`config.mk`:
```
export PLATFORM = sky130hd
export DESIGN_NAME = bus_arbiter_flat
export DESIGN_NICKNAME = d
export VERILOG_FILES = /design/src/rtl/bus_arbiter_if.sv /design/src/rtl/bus_arbiter.sv /design/src/flat_wrapper.sv
export SDC_FILE = /design/constraint.sdc
export NUM_CORES = 1
export LEC_CHECK = 0
export ABC_AREA = 1
export CAP_MARGIN = 20
export CORE_MARGIN = 5
export CORE_UTILIZATION = 45
export CTS_CLUSTER_DIAMETER = 120
export DETAILED_ROUTE_END_ITERATION = 10
export GPL_ROUTABILITY_DRIVEN = 0
export PLACE_DENSITY = 0.82
export SETUP_SLACK_MARGIN = 0.4
export SLEW_MARGIN = 5
export SYNTH_ARGS = -nofsm -noshare
export SYNTH_HDL_FRONTEND = slang
export SYNTH_SLANG_ARGS = --single-unit
export TNS_END_PERCENT = 50
```
`constraint.sdc`:
```
create_clock -name clk -period 3.44 [get_ports clk]
set_input_delay 0.688 -clock clk [delete_from_list [all_inputs] [get_ports clk]]
set_output_delay 0.688 -clock clk [all_outputs]
set_load 0.03 [all_outputs]
```
`src/rtl/bus_arbiter_if.sv`:
```
// bus_arbiter_if: requester, peripheral and status signals of the CPU/DMA bus arbiter.
interface bus_arbiter_if #(
    parameter int ADDR_SIZE = 16,
    parameter int DATA_SIZE = 8
);
    logic                 cpu_req, cpu_we, cpu_ack;
    logic                 dma_req, dma_we, dma_ack;
    logic [ADDR_SIZE-1:0] cpu_addr, dma_addr, bus_addr;
    logic [DATA_SIZE-1:0] cpu_wdata, cpu_rdata, dma_wdata, dma_rdata;
    logic [DATA_SIZE-1:0] bus_wdata, bus_rdata;
    logic                 bus_sel, bus_we, bus_ready;
    logic                 owner, err;

    modport slave (
        input  cpu_req, cpu_we, cpu_addr, cpu_wdata,
        input  dma_req, dma_we, dma_addr, dma_wdata,
        input  bus_rdata, bus_ready,
        output cpu_ack, cpu_rdata, dma_ack, dma_rdata,
        output bus_sel, bus_we, bus_addr, bus_wdata, owner, err
    );

    modport master (
        output cpu_req, cpu_we, cpu_addr, cpu_wdata,
        output dma_req, dma_we, dma_addr, dma_wdata,
        output bus_rdata, bus_ready,
        input  cpu_ack, cpu_rdata, dma_ack, dma_rdata,
        input  bus_sel, bus_we, bus_addr, bus_wdata, owner, err
    );
endinterface

```
`src/rtl/bus_arbiter.sv`:
```
// bus_arbiter: CPU/DMA arbiter driving one bus transaction at a time with wait states.
// Define BUS_ARB_TIMEOUT_EN to abort accesses stalled for TIMEOUT cycles (err pulse, read data all ones).
module bus_arbiter #(
    parameter int BURST_MAX = 4,
    parameter int TIMEOUT   = 16
) (
    input logic         clk,
    input logic         rst_n,
    bus_arbiter_if.slave sys
);
    typedef enum logic [1:0] {IDLE, ACCESS, DONE} state_t;

    state_t     state;
    logic [7:0] dma_run;
    logic       dma_win;
    logic       expire;

    // DMA has priority unless the CPU has waited through a full burst
    assign dma_win = sys.dma_req && !(sys.cpu_req && dma_run == 8'(BURST_MAX));

`ifdef BUS_ARB_TIMEOUT_EN
    logic [7:0] wait_cnt;

    assign expire = !sys.bus_ready && wait_cnt == 8'(TIMEOUT);

    always_ff @(posedge clk or negedge rst_n) begin
        if (!rst_n)
            wait_cnt <= '0;
        else if (state != ACCESS)
            wait_cnt <= '0;
        else if (!sys.bus_ready)
            wait_cnt <= wait_cnt + 8'd1;
    end
`else
    logic unused_timeout;

    assign expire = 1'b0;
    assign unused_timeout = ^TIMEOUT;
`endif

    always_ff @(posedge clk or negedge rst_n) begin
        if (!rst_n) begin
            state         <= IDLE;
            dma_run       <= '0;
            sys.cpu_ack   <= 1'b0;
            sys.dma_ack   <= 1'b0;
            sys.cpu_rdata <= '0;
            sys.dma_rdata <= '0;
            sys.bus_sel   <= 1'b0;
            sys.bus_we    <= 1'b0;
            sys.bus_addr  <= '0;
            sys.bus_wdata <= '0;
            sys.owner     <= 1'b0;
            sys.err       <= 1'b0;
        end else begin
            sys.cpu_ack <= 1'b0;
            sys.dma_ack <= 1'b0;
            sys.err     <= 1'b0;
            case (state)
                IDLE: begin
                    dma_run <= dma_win ? (dma_run == 8'hFF ? dma_run : dma_run + 8'd1) : '0;
                    if (sys.cpu_req || sys.dma_req) begin
                        state         <= ACCESS;
                        sys.owner     <= dma_win;
                        sys.bus_sel   <= 1'b1;
                        sys.bus_we    <= dma_win ? sys.dma_we : sys.cpu_we;
                        sys.bus_addr  <= dma_win ? sys.dma_addr : sys.cpu_addr;
                        sys.bus_wdata <= dma_win ? sys.dma_wdata : sys.cpu_wdata;
                    end
                end
                ACCESS: begin
                    if (sys.bus_ready || expire) begin
                        state       <= DONE;
                        sys.bus_sel <= 1'b0;
                        sys.bus_we  <= 1'b0;
                        sys.cpu_ack <= !sys.owner;
                        sys.dma_ack <= sys.owner;
                        sys.err     <= expire;
                        if (!sys.bus_we && sys.owner)
                            sys.dma_rdata <= expire ? '1 : sys.bus_rdata;
                        if (!sys.bus_we && !sys.owner)
                            sys.cpu_rdata <= expire ? '1 : sys.bus_rdata;
                    end
                end
                default: state <= IDLE;
            endcase
        end
    end
endmodule
```
`src/flat_wrapper.sv`:
```
// flat-port wrapper written by rule: the top's interface ports become plain ports
module bus_arbiter_flat 
#(
    parameter int BURST_MAX = 4,
    parameter int TIMEOUT   = 16
)
  (clk, rst_n, sys_cpu_req, sys_cpu_we, sys_cpu_addr, sys_cpu_wdata, sys_dma_req, sys_dma_we, sys_dma_addr, sys_dma_wdata, sys_bus_rdata, sys_bus_ready, sys_cpu_ack, sys_cpu_rdata, sys_dma_ack, sys_dma_rdata, sys_bus_sel, sys_bus_we, sys_bus_addr, sys_bus_wdata, sys_owner, sys_err);
  bus_arbiter_if sys_i ();
  input logic clk;
  input logic rst_n;
  input wire logic [$bits(sys_i.cpu_req)-1:0] sys_cpu_req;
  input wire logic [$bits(sys_i.cpu_we)-1:0] sys_cpu_we;
  input wire logic [$bits(sys_i.cpu_addr)-1:0] sys_cpu_addr;
  input wire logic [$bits(sys_i.cpu_wdata)-1:0] sys_cpu_wdata;
  input wire logic [$bits(sys_i.dma_req)-1:0] sys_dma_req;
  input wire logic [$bits(sys_i.dma_we)-1:0] sys_dma_we;
  input wire logic [$bits(sys_i.dma_addr)-1:0] sys_dma_addr;
  input wire logic [$bits(sys_i.dma_wdata)-1:0] sys_dma_wdata;
  input wire logic [$bits(sys_i.bus_rdata)-1:0] sys_bus_rdata;
  input wire logic [$bits(sys_i.bus_ready)-1:0] sys_bus_ready;
  output wire logic [$bits(sys_i.cpu_ack)-1:0] sys_cpu_ack;
  output wire logic [$bits(sys_i.cpu_rdata)-1:0] sys_cpu_rdata;
  output wire logic [$bits(sys_i.dma_ack)-1:0] sys_dma_ack;
  output wire logic [$bits(sys_i.dma_rdata)-1:0] sys_dma_rdata;
  output wire logic [$bits(sys_i.bus_sel)-1:0] sys_bus_sel;
  output wire logic [$bits(sys_i.bus_we)-1:0] sys_bus_we;
  output wire logic [$bits(sys_i.bus_addr)-1:0] sys_bus_addr;
  output wire logic [$bits(sys_i.bus_wdata)-1:0] sys_bus_wdata;
  output wire logic [$bits(sys_i.owner)-1:0] sys_owner;
  output wire logic [$bits(sys_i.err)-1:0] sys_err;
  assign sys_i.cpu_req = sys_cpu_req;
  assign sys_i.cpu_we = sys_cpu_we;
  assign sys_i.cpu_addr = sys_cpu_addr;
  assign sys_i.cpu_wdata = sys_cpu_wdata;
  assign sys_i.dma_req = sys_dma_req;
  assign sys_i.dma_we = sys_dma_we;
  assign sys_i.dma_addr = sys_dma_addr;
  assign sys_i.dma_wdata = sys_dma_wdata;
  assign sys_i.bus_rdata = sys_bus_rdata;
  assign sys_i.bus_ready = sys_bus_ready;
  assign sys_cpu_ack = sys_i.cpu_ack;
  assign sys_cpu_rdata = sys_i.cpu_rdata;
  assign sys_dma_ack = sys_i.dma_ack;
  assign sys_dma_rdata = sys_i.dma_rdata;
  assign sys_bus_sel = sys_i.bus_sel;
  assign sys_bus_we = sys_i.bus_we;
  assign sys_bus_addr = sys_i.bus_addr;
  assign sys_bus_wdata = sys_i.bus_wdata;
  assign sys_owner = sys_i.owner;
  assign sys_err = sys_i.err;
  bus_arbiter #(.BURST_MAX(BURST_MAX), .TIMEOUT(TIMEOUT)) u_core (.clk(clk), .rst_n(rst_n), .sys(sys_i));
endmodule
```
==> results.py <==
metrics = {
    "outcome": {
        "outcome": "finished clean",
    },
    "cells_and_area": {
        "final_core_util_pct": 64.32,
        "area_delta_synth_final_pct": 40.12,
        "layout_common_cells": "124 x nand2_1, 106 x clkdlybuf4s50_1, 55 x dfrtp_1, 45 x inv_1, 37 x nand3_1",
        "final-seq-area_sq_um": 1376,
        "nNetsFinal": 528,
        "diodes": 0,
        "drive_gt1_share_pct": 6.061,
        "fill_cells": 536,
        "final_cell_area_sq_um": 4038,
        "multi_input_area_sq_um": 1209,
        "final_common_cell": "nand2_1",
    },
    "synth": {
        "synth_warnings": 0,
        "yosysTopAreaCellShare_pct": 47.76,
        "synth_area_leaders": "dfrtp_1 48%, nand2_1 16%, nand3b_1 6.8%, nand3_1 6.4%, inv_1 5.9%",
        "netlist_instances": 360,
        "syn_nets": 425,
        "synth.cell_area_sq_um": 2882,
        "yosysSeqAreaShare_pct": 47.76,
        "synth.distinct_cells": 28,
        "avgSynthCellArea_sq_um": 8.004,
        "synth_top_cell_by_area": "dfrtp_1",
        "ys_ff_latch": 55,
    },
    "global_route": {
        "track_usage_pct": 18.32,
        "antenna_found_initial": 0,
        "grt_pass1_vias": 2676,
        "grt_max_degree": 32,
        "overflow": 0,
        "grt_pass1_wl_mm": 12.48,
    },
    "timing": {
        "finalClockSkew_ns": 0.007239,
        "worst_pin_slew_ns": 0.7756,
        "relSlewSlack_pct": 47.97,
        "drv_slew": 0,
        "setup_viol": 0,
        "setup_tns_ns": 0,
        "finalHoldViolCount": 0,
        "fin_crit_ns": 2.296,
        "fin_crit_sh_pct": 66.75,
        "rsz0062_at_grt": "false",
        "fmax_mhz": 435.5,
    },
    "pwr": {
        "switchingPower_uw": 1437,
        "p_per_area_nw_per_um2": 789.8,
        "p_clk_share_pct": 10.7,
        "p_comb_share_pct": 54.8,
        "p_leak_uw": 0.001979,
        "sw_frac_of_total_pct": 45.07,
        "p_seq_share_pct": 34.5,
        "p_int_uw": 1752,
        "ir_drop_mv": 0.4758,
    },
    "setup_path": {
        "regToRegStartpoint": "u_core.dma_run[0]",
        "ff2ff_setup_slack_ns": 1.43,
        "critPathMaxStageDelay_ns": 0.63,
        "crit_path_start_kind": "input pin",
        "critical_path_class": "input pin to flip-flop",
        "r2r_end": "u_core.sys.owner",
        "crit_path_end_kind": "flip-flop",
        "critical_path_required_ns": 3.64,
        "cp.arrival_ns": 2.49,
        "worst_r2r_path_depth": 8,
        "path_buf_inv": 3,
        "crit_fanout": 26,
        "crit_family": "buffers and inverters",
        "crit_slowest_cell": "clkinv_1",
        "worstPathCellList": "clkdlybuf4s50_1 > buf_4 > o21ai_2 > clkinv_1 > nand3_1 > nand2_1",
    },
    "clock_network": {
        "cts-buffers-inserted": 5,
        "clk_pin_slew_ns": 0.09,
        "clock_path_buffers": 2,
        "postCtsHoldBufs": 0,
        "cts-resized-gates": 0,
        "insertion_delay_ns": 0.31,
        "cts_tree": "yes",
        "cts.sinks": 55,
        "postCtsSetupBuffers": 0,
        "h-tree-depth": 2,
        "root_buffer": "clkbuf_8",
    },
    "floorplan": {
        "die_h_um": 90.02,
        "placement_rows": 29,
        "start_util_pct": 45.90,
        "dieArea_sq_um": 8104,
        "core_area_sq_um": 6277,
        "pin_count": 109,
        "die_x_um": 90.02,
    },
    "detailed_routing": {
        "drt_iter0_drc": 123,
        "drtAntennaViolNets": 0,
        "wl_mm": 7.550,
        "detail_route.drc_violations": 0,
        "wire_per_inst_um": 14.01,
        "dr.pass1.iters": 5,
        "via_count": 2687,
        "via_per_inst": 4.985,
    },
    "worst_hold_path": {
        "hold_path.class": "input pin to asynchronous set/reset pin",
    },
    "place": {
        "placed_area_sq_um": 3961,
        "dpl.hpwl_mm": 5.602,
        "io_buffer_count": 107,
    },
    "flow_run": {
        "maxCapViolations": 0,
    },
}
[final cells by class]
type | count | share of cell area [%]
flip-flops and latches | 55 | 34.09
multi-input cells | 242 | 29.93
repair buffers | 112 | 27.33
inverters | 47 | 4.369
well taps | 77 | 2.386
clock buffers | 5 | 1.704
clock inverters | 1 | 0.1859
[kinds of logic after synthesis]
| family | synth area share, % |
|---|---|
| AOI/OAI and AO/OA | 3.778 |
| xor gates and xnor gates | 0.3040 |
| adders and majority gates | 0.8683 |
| buffers and inverters | 10.42 |
| DFF | 47.76 |
| other | 0.1301 |
| and+or+nand+nor | 36.74 |
[metal layers]
metal  share of wire (%)  wire length, um  global-route usage (%)  up-vias
met4                0.86               65                   4.591        0
met5                   0                0                       0        -
met3                 7.2              547                   5.593        8
met2                  49             3696                   30.91      101
li1                    -                -                       -     1312
met1                  43             3241                   22.88     1266
[state kept, by name (all words and copies together), names as in the netlist]
signal / cells
u_core.sys.cpu_rdata: 8
u_core.sys.bus_we: 1
u_core.sys.dma_ack: 1
u_core.sys.bus_sel: 1
u_core.sys.cpu_ack: 1
u_core.state: 2
u_core.sys.bus_wdata: 8
u_core.sys.dma_rdata: 8
u_core.sys.bus_addr: 16
u_core.dma_run: 8
u_core.sys.owner: 1
[power by group through the flow]
stage	clock network, uW	logic [uW]	registers [uW]
5_1_grt	369	1880	1140
6_report	340	1750	1100
3_5_place_dp	0	1770	1110
4_1_cts	348	1770	1100
2_1_floorplan	0	540	1590
3_3_place_gp	0	1730	1100
[synth_stat cells]
cell      count
buf_6         7
nor2_4        2
nand3_1      37
nand2_2       1
nor2_1       17
o21ai_1       1
nand3_4       1
nand3b_1     26
buf_2         6
a21oi_1       6
conb_1        1
buf_4         1
nand2_1     124
ha_1          2
dfrtp_1      55
inv_2         1
a21oi_2       1
nor2_2        3
o31ai_1       1
o21bai_1      1
inv_1        45
o21ai_0      10
buf_1         2
clkinv_1      1
nor3_4        2
nand2_4       4
xor2_1        1
nand4_1       1
[worst max path at each step]
| stage | startpoint | endpoint | slack, ns | depth (start not counted) |
|---|---|---|---|---|
| 2_1_floorplan | sys_dma_req | u_core.sys.bus_addr[0] | 1.82 | 6 |
| 3_3_place_gp | sys_dma_req | u_core.sys.bus_wdata[7] | 0.89 | 6 |
| 3_5_place_dp | sys_dma_req | u_core.sys.bus_wdata[0] | 0.84 | 6 |
| 4_1_cts | sys_dma_req | u_core.sys.bus_wdata[0] | 1.18 | 6 |
| 5_1_grt | sys_dma_req | u_core.sys.bus_wdata[0] | 1.04 | 6 |
| 6_report | sys_dma_req | u_core.sys.bus_addr[15] | 1.14 | 6 |
[per-stage QoR]
| stage | worst slack, ns | hold WS, ns | std cells | power, uW |
|---|---|---|---|---|
| floorplan | 1.821 | 0.3924 | 360 | 2134 |
| global placement | 0.8929 | 0.4526 | 533 | 2828 |
| detailed placement | 0.8393 | 0.4662 | 533 | 2876 |
| CTS | 1.185 | 0.3856 | 539 | 3218 |
| global route | 1.040 | 0.4213 | 539 | 3384 |
| finish | 1.144 | 0.3716 | 539 | 3189 |
(Power assumes the default switching activity.)
==> RTL change 1: new RTL, same flow settings <==
The option `BUS_ARB_TIMEOUT_EN` is turned on by a define.
--- a/src/rtl/bus_arbiter.sv
+++ b/src/rtl/bus_arbiter.sv
@@ -1,4 +1,6 @@
 // bus_arbiter: CPU/DMA arbiter driving one bus transaction at a time with wait states.
 // Define BUS_ARB_TIMEOUT_EN to abort accesses stalled for TIMEOUT cycles (err pulse, read data all ones).
+`define BUS_ARB_TIMEOUT_EN
+
 module bus_arbiter #(
     parameter int BURST_MAX = 4,
Check against the original RTL: no difference found for any inputs over 10 cycles, from zero or initial values and one cycle with rst_n low; that may be too few to reach the edited logic, so the function may still have changed.
==> RTL change 1 against the original RTL <==
Total power grew 15%. Critical path depth shrank 5. Final cell count grew 20%. Global-route usage grew 0.70 points. Worst setup slack gained 0.14 ns. Worst hold slack lost 0.047 ns. Sequential cell count grew 9. Cell area grew 13%. Synthesized area grew 11%. Wire length grew 8.3%. Largest cell class unchanged. Largest power group unchanged.
==> RTL change 1: results (changes against the original RTL) <==
- Setup Skew: 0.00975 ns (+0.00251 ns)
- Library cells used by synthesis: 20 (-29%)
- DRT iter0 DRCs: 77 (-37%)
- I/O Buffers: 108 (+0.93%)
- Ranking of synthesized cells by area: dfrtp_1 (50%), nand2_1 (19%), inv_1 (7.4%)
- Layout cells sized above 1: 5.25% (-0.81 points)
- Status: complete, no violations
- Syn nets: 504 (+19%)
- Pre-antenna DRT Iters: 4 (-1)
- Worst-Skew Late Latency: 0.33 ns (+0.02 ns)
- Vias in the first global route: 3015 (+13%)
- Syn_area_per_cell: 7.35 µm² (-8.2%)
- Max rail drop VDD: 0.410 mV (-14%)
- Critical path arrival: 1.47 ns (-1.02 ns)
- Sw Ratio: 41.8% (-3.2 points)
- DR vias/cell: 4.79 (-3.8%)
- Critical Path Fanout Max: 5 (-81%)
- Largest net degree at the start of global routing: 57 (+78%)
- CP max stage cell: clkdlybuf4s50_1
- Max-slew headroom: 65.6% (+18 points)
- Largest stage delay, worst path: 0.71 ns (+0.08 ns)
- Worst Setup SP: u_core.sys.owner$_DFFE_PN0P_
- First-pass GRT wire length: 13.6 mm (+8.8%)
- Drt wl/cell: 12.6 µm (-9.9%)
- Detail Placement HPWL: 6.14 mm (+9.5%)
- Seq/Total Area, Yosys: 49.9% (+2.1 points)
- All-Layer GR Usage: 19.0% (+0.70 points)
- Commonest cells in the netlist: nand2_1 (160), dfrtp_1 (64), inv_1 (63)
- Worst r2r path cells: 10 (+2)
- Total CTS buffers: 9 (+4)
- Nets: 614 (+16%)
[RTL change 1: cells by family (layout without fill, tap and decap cells)]
family	Yosys count	in the layout	share of synthesized area (%)
and+or+nand+nor	231	231	28.5
xor gates and xnor gates	2	2	0.546
DFF	64	64	49.9
adders and majority gates	4	4	1.56
AOI/OAI and AO/OA	56	56	8.73
buffers and inverters	80	195	10.8
[RTL change 1: worst paths after layout]
kind	end	slack [ns]
worst max-delay path	sys_owner	1.28
worst min-delay path	u_core.sys.bus_addr[13]$_DFFE_PN0P_	0.32
worst max register to register	u_core.sys.bus_addr[10]$_DFFE_PN0P_	1.68
worst min register to register	u_core.sys.cpu_rdata[7]$_DFFE_PN0P_	0.49
max in group asynchronous	u_core.sys.bus_wdata[5]$_DFFE_PN0P_	2.40
min in group clk	u_core.sys.cpu_rdata[7]$_DFFE_PN0P_	0.49
[RTL change 1: power groups by stage]
stage	sequential [W]	combinational [W]	clock (W)
final	0.00122	0.00176	0.000699
after floorplan	0.00170	0.000556	0
after global placement	0.00122	0.00174	0
after CTS	0.00122	0.00179	0.000716
after detailed placement	0.00122	0.00178	0
after global routing	0.00125	0.00192	0.000754
[RTL change 1: area by class of cell]
type                            instances  area [µm²]
Multi-Input combinational cell        293        1270
Clock buffer                            9         124
Sequential cell                        64        1600
Tap cell                               96         120
Inverter                               67         251
Timing Repair Buffer                  112        1110
Clock inverter                          7        96.3
Fill cell                             588        2300
[RTL change 1: layer usage]
metal,vias up,GRT usage (%),wire (µm)
li1,1548,-,-
met1,1446,23.3,3330
met2,101,31.0,4060
met3,12,5.98,629
met4,0,8.17,165
met5,-,0,0
==> RTL change 2: new RTL, same flow settings <==
Made on the original files. The 3 states of `state_t` get a one-hot encoding in 3 bits.
--- a/src/rtl/bus_arbiter.sv
+++ b/src/rtl/bus_arbiter.sv
@@ -9,5 +9,5 @@
     bus_arbiter_if.slave sys
 );
-    typedef enum logic [1:0] {IDLE, ACCESS, DONE} state_t;
+    typedef enum logic [2:0] {IDLE = 3'b001, ACCESS = 3'b010, DONE = 3'b100} state_t;
 
     state_t     state;
Check against the original RTL: no difference found for any inputs over 10 cycles, from zero or initial values and one cycle with rst_n low; not proved beyond that.
==> RTL change 2 against the original RTL <==
Largest power group unchanged. Critical path type is now reg -> out. Total power grew 1.3%. Maximum frequency grew 6.1%. Cell area grew 0.28%. Worst setup slack gained 0.13 ns. Largest cell class unchanged. Sequential cell count grew 1. Highest routed layer unchanged. Wire length shrank 6.4%. Synthesized area shrank 0.91%.
==> RTL change 2: results (changes against the original RTL) <==
- CTS resizes: 0 (unchanged)
- DRT iter0 DRCs: 86 (-30%)
- Max rail drop VDD: 0.529 mV (+11%)
- Detail Placement HPWL: 5.43 mm (-3.1%)
- Xor and xnor area share after synthesis: 1.23% (+0.92 points)
- Pre-antenna DRT Iters: 6 (+1)
- Final hold vios: 0 (unchanged)
- FF-to-FF Start: u_core.state[0]$_DFFE_PN1P_
- Critical path arrival: 1.48 ns (-1.01 ns)
- Largest net degree at the start of global routing: 38 (+19%)
- WL met3: 466 µm (-15%)
- Postcts setup bufs: 0 (unchanged)
- Fill cell total of the finished layout: 543 (+1.3%)
- Status: complete, no violations
- DR vias/cell: 4.83 (-3.2%)
- Met2 track demand over resource: 30.5% (-0.46 points)
- First-pass GRT wire length: 11.2 mm (-9.9%)
- Vias in the first global route: 2518 (-5.9%)
- Synth Area in Compound Gates: 8.59% (+4.8 points)
- Antenna violations before repair: 0 (unchanged)
- Setup Skew: 0.0121 ns (+0.00488 ns)
- H-tree Lvls: 2 (unchanged)
- Synth Area in Adders: 0.876% (+0.0080 points)
- Setup crit end: sys_owner
- Leakage: 2.01 nW (+1.5%)
- Final WL: 7.07 mm (-6.4%)
- M1 WL: 2.86 mm (-12%)
- Flop2flop setup slack: 1.65 ns (+0.22 ns)
- R2R Path End: u_core.sys.bus_addr[9]$_DFFE_PN0P_
- Metal2 WL: 3.63 mm (-1.8%)
- Power Internal: 0.00182 W (+4.0%)
- Measured slew at the worst slew-check pin: 0.508 ns (-0.268 ns)
- Nets: 529 (+0.19%)
- Library cells used by synthesis: 27 (-3.6%)
- CP max stage cell: clkdlybuf4s50_1
- Met1 Track Usage GR: 22.2% (-0.66 points)
- Largest stage delay, worst path: 0.71 ns (+0.08 ns)
- Worst Setup SP: u_core.sys.owner$_DFFE_PN0P_
- P_clk: 0.000428 W (+26%)
- Worst r2r path cells: 5 (-3)
- Layout cells sized above 1: 9.68% (+3.6 points)
- Commonest cells in the netlist: nand2_1 (155), dfrtp_1 (55), inv_1 (34)
- Syn nets: 427 (+0.47%)
- Met3 usage: 3.74% (-1.9 points)
- Ranking of synthesized cells by area: dfrtp_1 (48%), nand2_1 (20%), nand3_1 (5.3%)
- All-Layer GR Usage: 17.8% (-0.52 points)
- Critical Path Fanout Max: 4 (-85%)
- Synthesis Warnings: 0 (unchanged)
- Comb power: 0.00171 W (-2%)
- Seq/Total Area, Yosys: 49.1% (+1.4 points)
[RTL change 2: metrics by stage]
stage | hold WS (ns) | total power (W) | cell area [µm²] | cells | setup slack, ns
floorplan | 0.392 | 0.00212 | 2860 | 362 | 1.95
global placement | 0.462 | 0.00279 | 3930 | 534 | 1.18
detailed placement | 0.464 | 0.00283 | 3930 | 534 | 1.14
CTS | 0.338 | 0.00327 | 4050 | 542 | 1.27
global route | 0.368 | 0.00344 | 4050 | 542 | 1.23
finish | 0.334 | 0.00323 | 4050 | 542 | 1.28
[RTL change 2: cell families after synthesis]
group           count (synthesis)
fa+ha+maj                       2
compound gates                 37
buf+inv                        53
other cells                     1
flops                          56
xor+xnor                        4
simple gates                  209
[RTL change 2: final cells by class]
class / instances / area share (%)
clock buffer: 5 / 1.70
clock inverter: 3 / 1.14
inverter: 38 / 3.52
multi-input combinational: 253 / 29.7
sequential: 56 / 34.6
tap: 77 / 2.38
timing repair buffer: 110 / 26.9
